### config.mk
export PLATFORM = sky130hd
export DESIGN_NAME = timer_regresivo_bcd
export DESIGN_NICKNAME = d
export VERILOG_FILES = /design/src/rtl/timer_regresivo_bcd.sv
export SDC_FILE = /design/constraint.sdc
export NUM_CORES = 1
export LEC_CHECK = 0
export ABC_AREA = 1
export BUFFER_PORTS_ARGS = -buffer_cell sky130_fd_sc_hd__buf_2
export CORE_ASPECT_RATIO = 1.1
export CORE_MARGIN = 3
export CORE_UTILIZATION = 30
export CTS_CLUSTER_DIAMETER = 120
export CTS_CLUSTER_SIZE = 16
export DETAILED_ROUTE_END_ITERATION = 8
export PLACE_DENSITY = 0.46
export SLEW_MARGIN = 20
export SYNTH_ARGS = -nofsm -noshare
export SYNTH_HDL_FRONTEND = slang
export SYNTH_SLANG_ARGS = --single-unit
### constraint.sdc
create_clock -name clk -period 1.87 [get_ports clk]
set_input_delay 0.374 -clock clk [delete_from_list [all_inputs] [get_ports clk]]
set_output_delay 0.374 -clock clk [all_outputs]
set_load 0.02 [all_outputs]
### src/rtl/timer_regresivo_bcd.sv
// rtl/timer_regresivo_bcd.sv - BCD hh:mm:ss countdown timer with hold-strobe loads
// Optional feature: define TIMER_AUTORECARGA_EN for automatic reload from the last loaded value.
module timer_regresivo_bcd #(
  parameter logic [7:0] HORA_MAX = 8'h23,
  parameter logic [7:0] SEG_MAX  = 8'h59
) (
  input  logic       clk,
  input  logic       rst_n,
  input  logic       tick_1hz,
  input  logic [7:0] dato_in,
  input  logic       hold_seg_timer,
  input  logic       hold_min_timer,
  input  logic       hold_hora_timer,
  input  logic       start,
  input  logic       stop,
  input  logic       ack,
  output logic [7:0] seg_bcd,
  output logic [7:0] min_bcd,
  output logic [7:0] hora_bcd,
  output logic       activo,
  output logic       fin_timer
);

  localparam logic [1:0] IDLE = 2'd0;
  localparam logic [1:0] RUN  = 2'd1;
  localparam logic [1:0] DONE = 2'd2;

  logic [1:0] state;

  function automatic logic bcd_ok(input logic [7:0] v, input logic [7:0] maxv);
    return (v[7:4] <= 4'd9) && (v[3:0] <= 4'd9) && (v <= maxv);
  endfunction

  logic ld_ok, ld_seg, ld_min, ld_hora, any_hold, value_nz;
  assign ld_ok    = (state != RUN);
  assign ld_seg   = ld_ok && !hold_seg_timer  && bcd_ok(dato_in, SEG_MAX);
  assign ld_min   = ld_ok && !hold_min_timer  && bcd_ok(dato_in, SEG_MAX);
  assign ld_hora  = ld_ok && !hold_hora_timer && bcd_ok(dato_in, HORA_MAX);
  assign any_hold = !(hold_seg_timer && hold_min_timer && hold_hora_timer);
  assign value_nz = (seg_bcd != 8'h00) || (min_bcd != 8'h00) || (hora_bcd != 8'h00);

  // One-second BCD decrement with borrow chained seconds -> minutes -> hours
  logic [7:0] seg_dec, min_dec, hora_dec;
  logic       b_seg, b_min, dec_zero;
  always_comb begin
    seg_dec = seg_bcd;
    b_seg   = 1'b0;
    if (seg_bcd[3:0] != 4'd0) begin
      seg_dec[3:0] = seg_bcd[3:0] - 4'd1;
    end else begin
      seg_dec[3:0] = 4'd9;
      if (seg_bcd[7:4] != 4'd0) seg_dec[7:4] = seg_bcd[7:4] - 4'd1;
      else begin
        seg_dec[7:4] = 4'd5;
        b_seg        = 1'b1;
      end
    end
    min_dec = min_bcd;
    b_min   = 1'b0;
    if (b_seg) begin
      if (min_bcd[3:0] != 4'd0) begin
        min_dec[3:0] = min_bcd[3:0] - 4'd1;
      end else begin
        min_dec[3:0] = 4'd9;
        if (min_bcd[7:4] != 4'd0) min_dec[7:4] = min_bcd[7:4] - 4'd1;
        else begin
          min_dec[7:4] = 4'd5;
          b_min        = 1'b1;
        end
      end
    end
    hora_dec = hora_bcd;
    if (b_min) begin
      if (hora_bcd[3:0] != 4'd0) begin
        hora_dec[3:0] = hora_bcd[3:0] - 4'd1;
      end else begin
        hora_dec[3:0] = 4'd9;
        hora_dec[7:4] = hora_bcd[7:4] - 4'd1;
      end
    end
    dec_zero = (seg_dec == 8'h00) && (min_dec == 8'h00) && (hora_dec == 8'h00);
  end

  logic [7:0] rl_seg, rl_min, rl_hora;
  logic       reload;
`ifdef TIMER_AUTORECARGA_EN
  always_ff @(posedge clk) begin
    if (!rst_n) begin
      rl_seg  <= 8'h00;
      rl_min  <= 8'h00;
      rl_hora <= 8'h00;
    end else begin
      if (ld_seg)  rl_seg  <= dato_in;
      if (ld_min)  rl_min  <= dato_in;
      if (ld_hora) rl_hora <= dato_in;
    end
  end
  // An all-zero shadow cannot restart, so it falls back to latching DONE
  assign reload = (rl_seg != 8'h00) || (rl_min != 8'h00) || (rl_hora != 8'h00);
`else
  assign rl_seg  = 8'h00;
  assign rl_min  = 8'h00;
  assign rl_hora = 8'h00;
  assign reload  = 1'b0;
`endif

  always_ff @(posedge clk) begin
    if (!rst_n) begin
      state     <= IDLE;
      seg_bcd   <= 8'h00;
      min_bcd   <= 8'h00;
      hora_bcd  <= 8'h00;
      activo    <= 1'b0;
      fin_timer <= 1'b0;
    end else begin
      if (ld_seg)  seg_bcd  <= dato_in;
      if (ld_min)  min_bcd  <= dato_in;
      if (ld_hora) hora_bcd <= dato_in;
      case (state)
        IDLE: begin
          if (start && !any_hold && value_nz) begin
            state  <= RUN;
            activo <= 1'b1;
          end
        end
        RUN: begin
          fin_timer <= 1'b0;
          if (stop) begin
            state  <= IDLE;
            activo <= 1'b0;
          end else if (tick_1hz) begin
            if (dec_zero && reload) begin
              seg_bcd   <= rl_seg;
              min_bcd   <= rl_min;
              hora_bcd  <= rl_hora;
              fin_timer <= 1'b1;
            end else begin
              seg_bcd  <= seg_dec;
              min_bcd  <= min_dec;
              hora_bcd <= hora_dec;
              if (dec_zero) begin
                state     <= DONE;
                fin_timer <= 1'b1;
                activo    <= 1'b0;
              end
            end
          end
        end
        DONE: begin
          if (ack) begin
            state     <= IDLE;
            fin_timer <= 1'b0;
          end
        end
        default: begin
          state  <= IDLE;
          activo <= 1'b0;
        end
      endcase
    end
  end

endmodule

== After elaboration in Yosys (flattened, before gate mapping) ==
Cells that the tools add are included.
Storage, ports and cells
  bits in registers: 28
  output and inout port bits: 26
  logic and storage cells: 103
Cells by class
  $add $sub $neg: 6
  $lt $le $gt $ge: 4
  equality and inequality tests: 7
  mux-type cells: 43
  bitwise gates (word level): 1
  reduce and logical (&&, ||, !) cells: 36
Operators by type and width (number)
  $mux W8: 14
  $mux W4: 8
  $logic_not A8 Y1: 3
  $reduce_bool A8 Y1: 3
  $sub A4 B1 Y4 const B: 6
  $reduce_bool A4 Y1: 5
  $logic_and A1 B1 Y1: 15
  $mux W1: 13
  $mux W2: 5
  $le A4 B4 Y1 const B: 2
  $le A8 B6 Y1 const B: 1
  $le A8 B7 Y1 const B: 1
  $reduce_and A4 Y1: 2
  $ne A3 B3 Y1 const B: 2
  $pmux W2 S3: 1
  $ne A2 B2 Y1 const B: 2
  $logic_not A1 Y1: 3
  $pmux W1 S3: 1
  $eq A2 B1 Y1 const B: 1
  $eq A2 B2 Y1 const B: 1
  $logic_not A2 Y1: 1
  $logic_or A1 B1 Y1: 2
  $ne A2 B1 Y1 const B: 1
  $pmux W1 S2: 1
  other kinds (3): 3

== Longest topological paths before layout ==
  depth in word-level cells: 11
  gate-level depth with buffers: 16
  depth with buffers taken out: 16

== Least setup slack after synthesis ==
Ideal clock, no wire load.
  kind: reg-to-reg
  from: register seg_bcd[0]
  to: register activo
  setup time: 0.114 ns
  data arrival time: 1.686 ns
  data required time: 1.756 ns
  path slack: 0.069 ns
  stages on the path, launching flop included: 16
  path buffers: 1
  clock period less this slack: 1.801 ns
  cells stage by stage: dfxtp_1 > nor2_4 > nand2_4 > nor2_8 > buf_6 > nand3_1 > nand2_1 > nand2_1 > nor2_1 > nand2_1 > nor2_2 > nand2_2 > nand2_2 > nand2_1 > nand2_1 > nor2_2
Between the ends
  cells in the longest elaborated chain, start to end: 8
  elaborated cells between the ends (all ways): 20
RTL lines
  start: declaration: RTL line 17  | output logic [7:0] seg_bcd,
  start signal: assignment: RTL line 116  | if (ld_seg) seg_bcd <= dato_in;
  start signal: assignment: RTL line 133  | seg_bcd <= rl_seg;
  start signal: assignment: RTL line 138  | seg_bcd <= seg_dec;
  branches (longest 7 deep; another with $sub A4 B1 Y4)
  $reduce_and A4 Y1 (no source line) (*)
  end signal: assignment: RTL line 113  | activo <= 1'b0;
  end signal: assignment: RTL line 123  | activo <= 1'b1;
  end signal: assignment: RTL line 130  | activo <= 1'b0;
  end: declaration: RTL line 20  | output logic activo,
Mark *: on every way between the ends.
A chain may end at the register's enable or synchronous reset.

== Final worst setup path ==
  from: register seg_bcd[4]
  to: register activo
Between the ends
  cells in the longest elaborated chain, start to end: 9
  elaborated cells between the ends (all ways): 21
RTL lines
  branches (longest 8 deep; another with $sub A4 B1 Y4)
  $reduce_and A4 Y1 (no source line) (*)
Marks and branches as above.

==> results.md <==
- Die Height: 92.3 µm
- First-pass GRT wire length: 10700 µm
- Routed WL: 6450 µm
- Most common cell after layout, fill and taps aside: nand2_1
- Hold depth: 3
- Residual DRC: 0
- Worst rel slew slack: 68.7%
- R2R Path Start: seg_bcd[4]$_SDFF_PN0_
- # clock sinks: 28
- Total grt overflow: 0
- # port buffers: 42
- Crit. End Element: flop
- Final Slew Violations: 0
- Final setup viols: 0
- Synthesized cell area: 2030 µm²
- NumNets Final: 436
- Worst min path class: in -> reg
- Core Footprint: 6380 µm²
- Unrepaired setup endpoints after global routing: yes
- Initial antenna violation count: 0
- Leakage power: 1.43 nW
- Power Total: 0.00183 W
- R2R Path End: activo$_SDFFE_PN0P_
- Worst EP arrival: 1.93 ns
- Die Width: 84.5 µm
- Area Overhead vs Synth: 35.4%
- Num ports: 43
- Worst-case hold path end point: min_bcd[4]$_SDFF_PN0_
- Post-DP HPWL: 5170 µm
- Final ANT Viol Nets: 0
- Post-layout minimum cycle time: 1.75 ns
- Worst Setup Start Kind: flop
- Die area: 7800 µm²
- DRT iter0 DRCs: 98
- Worst vdd ir: 0.341 mV
- Setup Total Neg Slack: 0 ns
- Data required, critical path: 2.05 ns
- Fmax: 572 MHz
- Gate Count Post-Synth: 336
- Startpoint of the lowest-slack hold path: rst_n
- Critical path fanouts, max: 8
- Pwr dens: 666 nW/µm²
- DR vias: 2370
- DR vias/cell: 4.79
- Proportion of layout cells with a drive suffix above 1: 33.3%
- Worst Clk Skew: 0.00772 ns
- Clk Latency, worst-skew pair: 0.27 ns
- R2R depth: 13
- Most frequent cells in the layout: 89 x nand2_1, 44 x buf_4, 42 x inv_1, 42 x buf_2, 34 x o21ai_0
- Root Driver: clkbuf_8
- H-tree levels: 1
- Drt pass-1 iters: 4
- CTS max path bufs: 2
- Seq cells post-synth: 28
- CTS tree: built
- Ys Warns: 0
- Fin crit share: 93.5%
- Number of max-cap violations: 0
- Count of cell types in the netlist: 35
- Syn_area_per_cell: 6.05 µm²
- Outcome: finished, final reports clean
- Vias in the first global route: 2292
- Total GRT Usage: 16.7%
- Syn_nets: 355
- Slew at the pin closest to its max-slew limit: 0.469 ns
- CTS Buf Count: 3
- Sequential share of the synthesized area: 27.6%
- CP Class: reg -> reg
- Layout Utilization: 43.1%
- Largest net degree at the start of global routing: 21
- Wire per inst: 13.0 µm
- ANT cells: 0
- Worst reg-to-reg setup slack: 0.12 ns
- CTS clock-pin slew for the worst setup and hold paths: 0.10 ns
- Row cnt: 30
- Starting Density: 31.8%
- GP Congestion: 0.839
- Final hold violation count: 0
-- registers in the layout (all words and copies together), names as in the netlist --
| register | count |
|---|---|
| seg_bcd | 8 |
| activo | 1 |
| fin_timer | 1 |
| state | 2 |
| hora_bcd | 8 |
| min_bcd | 8 |
-- per-stage QoR --
stage	cell area, µm²	cells	hold slack [ns]	setup slack (ns)
after floorplan	2030	336	0.512	0.0692
after global placement	2590	487	0.460	0.0850
after detailed placement	2590	487	0.460	0.0543
after CTS	2630	490	0.354	0.0500
after global routing	2750	495	0.373	-0.0182
final	2750	495	0.358	0.121
-- critical path: stages, from the launching register on --
cell,delay (ns)
dfxtp_2,0.34
nor2_4,0.13
nand2_4,0.08
nor2_8,0.18
nand2_4,0.11
clkinv_2,0.09
nand2_2,0.05
or2_4,0.23
nand2_2,0.07
nor2_2,0.05
nand2_2,0.06
nand2_2,0.05
a21oi_1,0.15
nor2_2,0.04
-- final cells by class --
| cell class | count | area, µm² |
|---|---|---|
| fill | 725 | 3630 |
| multi-input combinational | 253 | 1330 |
| sequential | 28 | 569 |
| timing repair buffer | 86 | 541 |
| inverter | 45 | 170 |
| tap | 80 | 100 |
| clock buffer | 3 | 41.3 |
-- cells by family (layout without fill, tap and decap cells) --
family	after synthesis	in the layout	synth area share [%]
simple gates	174	175	39.5
compound gates	74	74	19.8
buf+inv	56	134	11.0
flops	28	28	27.6
fa+ha+maj	2	2	1.23
xor+xnor	2	2	0.862
-- worst max path at each step --
stage | startpoint | to | slack (ns) | depth (start not counted)
2_1_floorplan | seg_bcd[0]$_SDFF_PN0_ | activo$_SDFFE_PN0P_ | 0.07 | 15
3_3_place_gp | min_bcd[1]$_SDFF_PN0_ | activo$_SDFFE_PN0P_ | 0.08 | 13
3_5_place_dp | seg_bcd[2]$_SDFF_PN0_ | activo$_SDFFE_PN0P_ | 0.05 | 13
4_1_cts | seg_bcd[2]$_SDFF_PN0_ | activo$_SDFFE_PN0P_ | 0.05 | 13
5_1_grt | min_bcd[5]$_SDFF_PN0_ | state[0]$_SDFFE_PN0P_ | -0.02 | 14
6_report | seg_bcd[4]$_SDFF_PN0_ | activo$_SDFFE_PN0P_ | 0.12 | 13
-- synthesized netlist by cell type (all sizes together) --
cell / n / area [µm²]
buf: 3 / 23.8
o21bai: 2 / 15.0
ha: 2 / 25.0
a31oi: 4 / 25.0
clkbuf: 8 / 30.0
nand3: 18 / 95.1
or2: 2 / 15.0
dfxtp: 28 / 561
xor2: 1 / 8.76
o21ai: 35 / 175
clkinv: 1 / 5.00
inv: 44 / 165
o211ai: 2 / 15.0
nand4: 5 / 31.3
nand2: 103 / 417
a221oi: 1 / 8.76
nor2: 41 / 210
a211oi: 4 / 30.0
nor3: 3 / 20.0
xnor2: 1 / 8.76
o31ai: 1 / 7.51
a21oi: 25 / 125
nand3b: 2 / 15.0
-- metal layers --
metal	global-route usage [%]	wire length, µm
met5	0	0
met4	4.22	65
met3	1.87	340
met2	29.1	3120
met1	22.0	2920
-- where the power goes --
part / leakage (nW) / internal [W] / switching [W]
sequential: 0.231 / 0.000630 / 0.0000267
clock: 0.0216 / 0.000145 / 0.000185
combinational: 1.18 / 0.000332 / 0.000514
total: 1.43 / 0.00111 / 0.000726
-- repair_timing --
item | 4_1_cts | 5_1_grt
gates resized for setup | 0 | 30
hold buffers | 0 | 0
endpoints found under the setup margin | 0 | 14
buffers inserted | 0 | 4
Power figures use the tool's default switching activity.
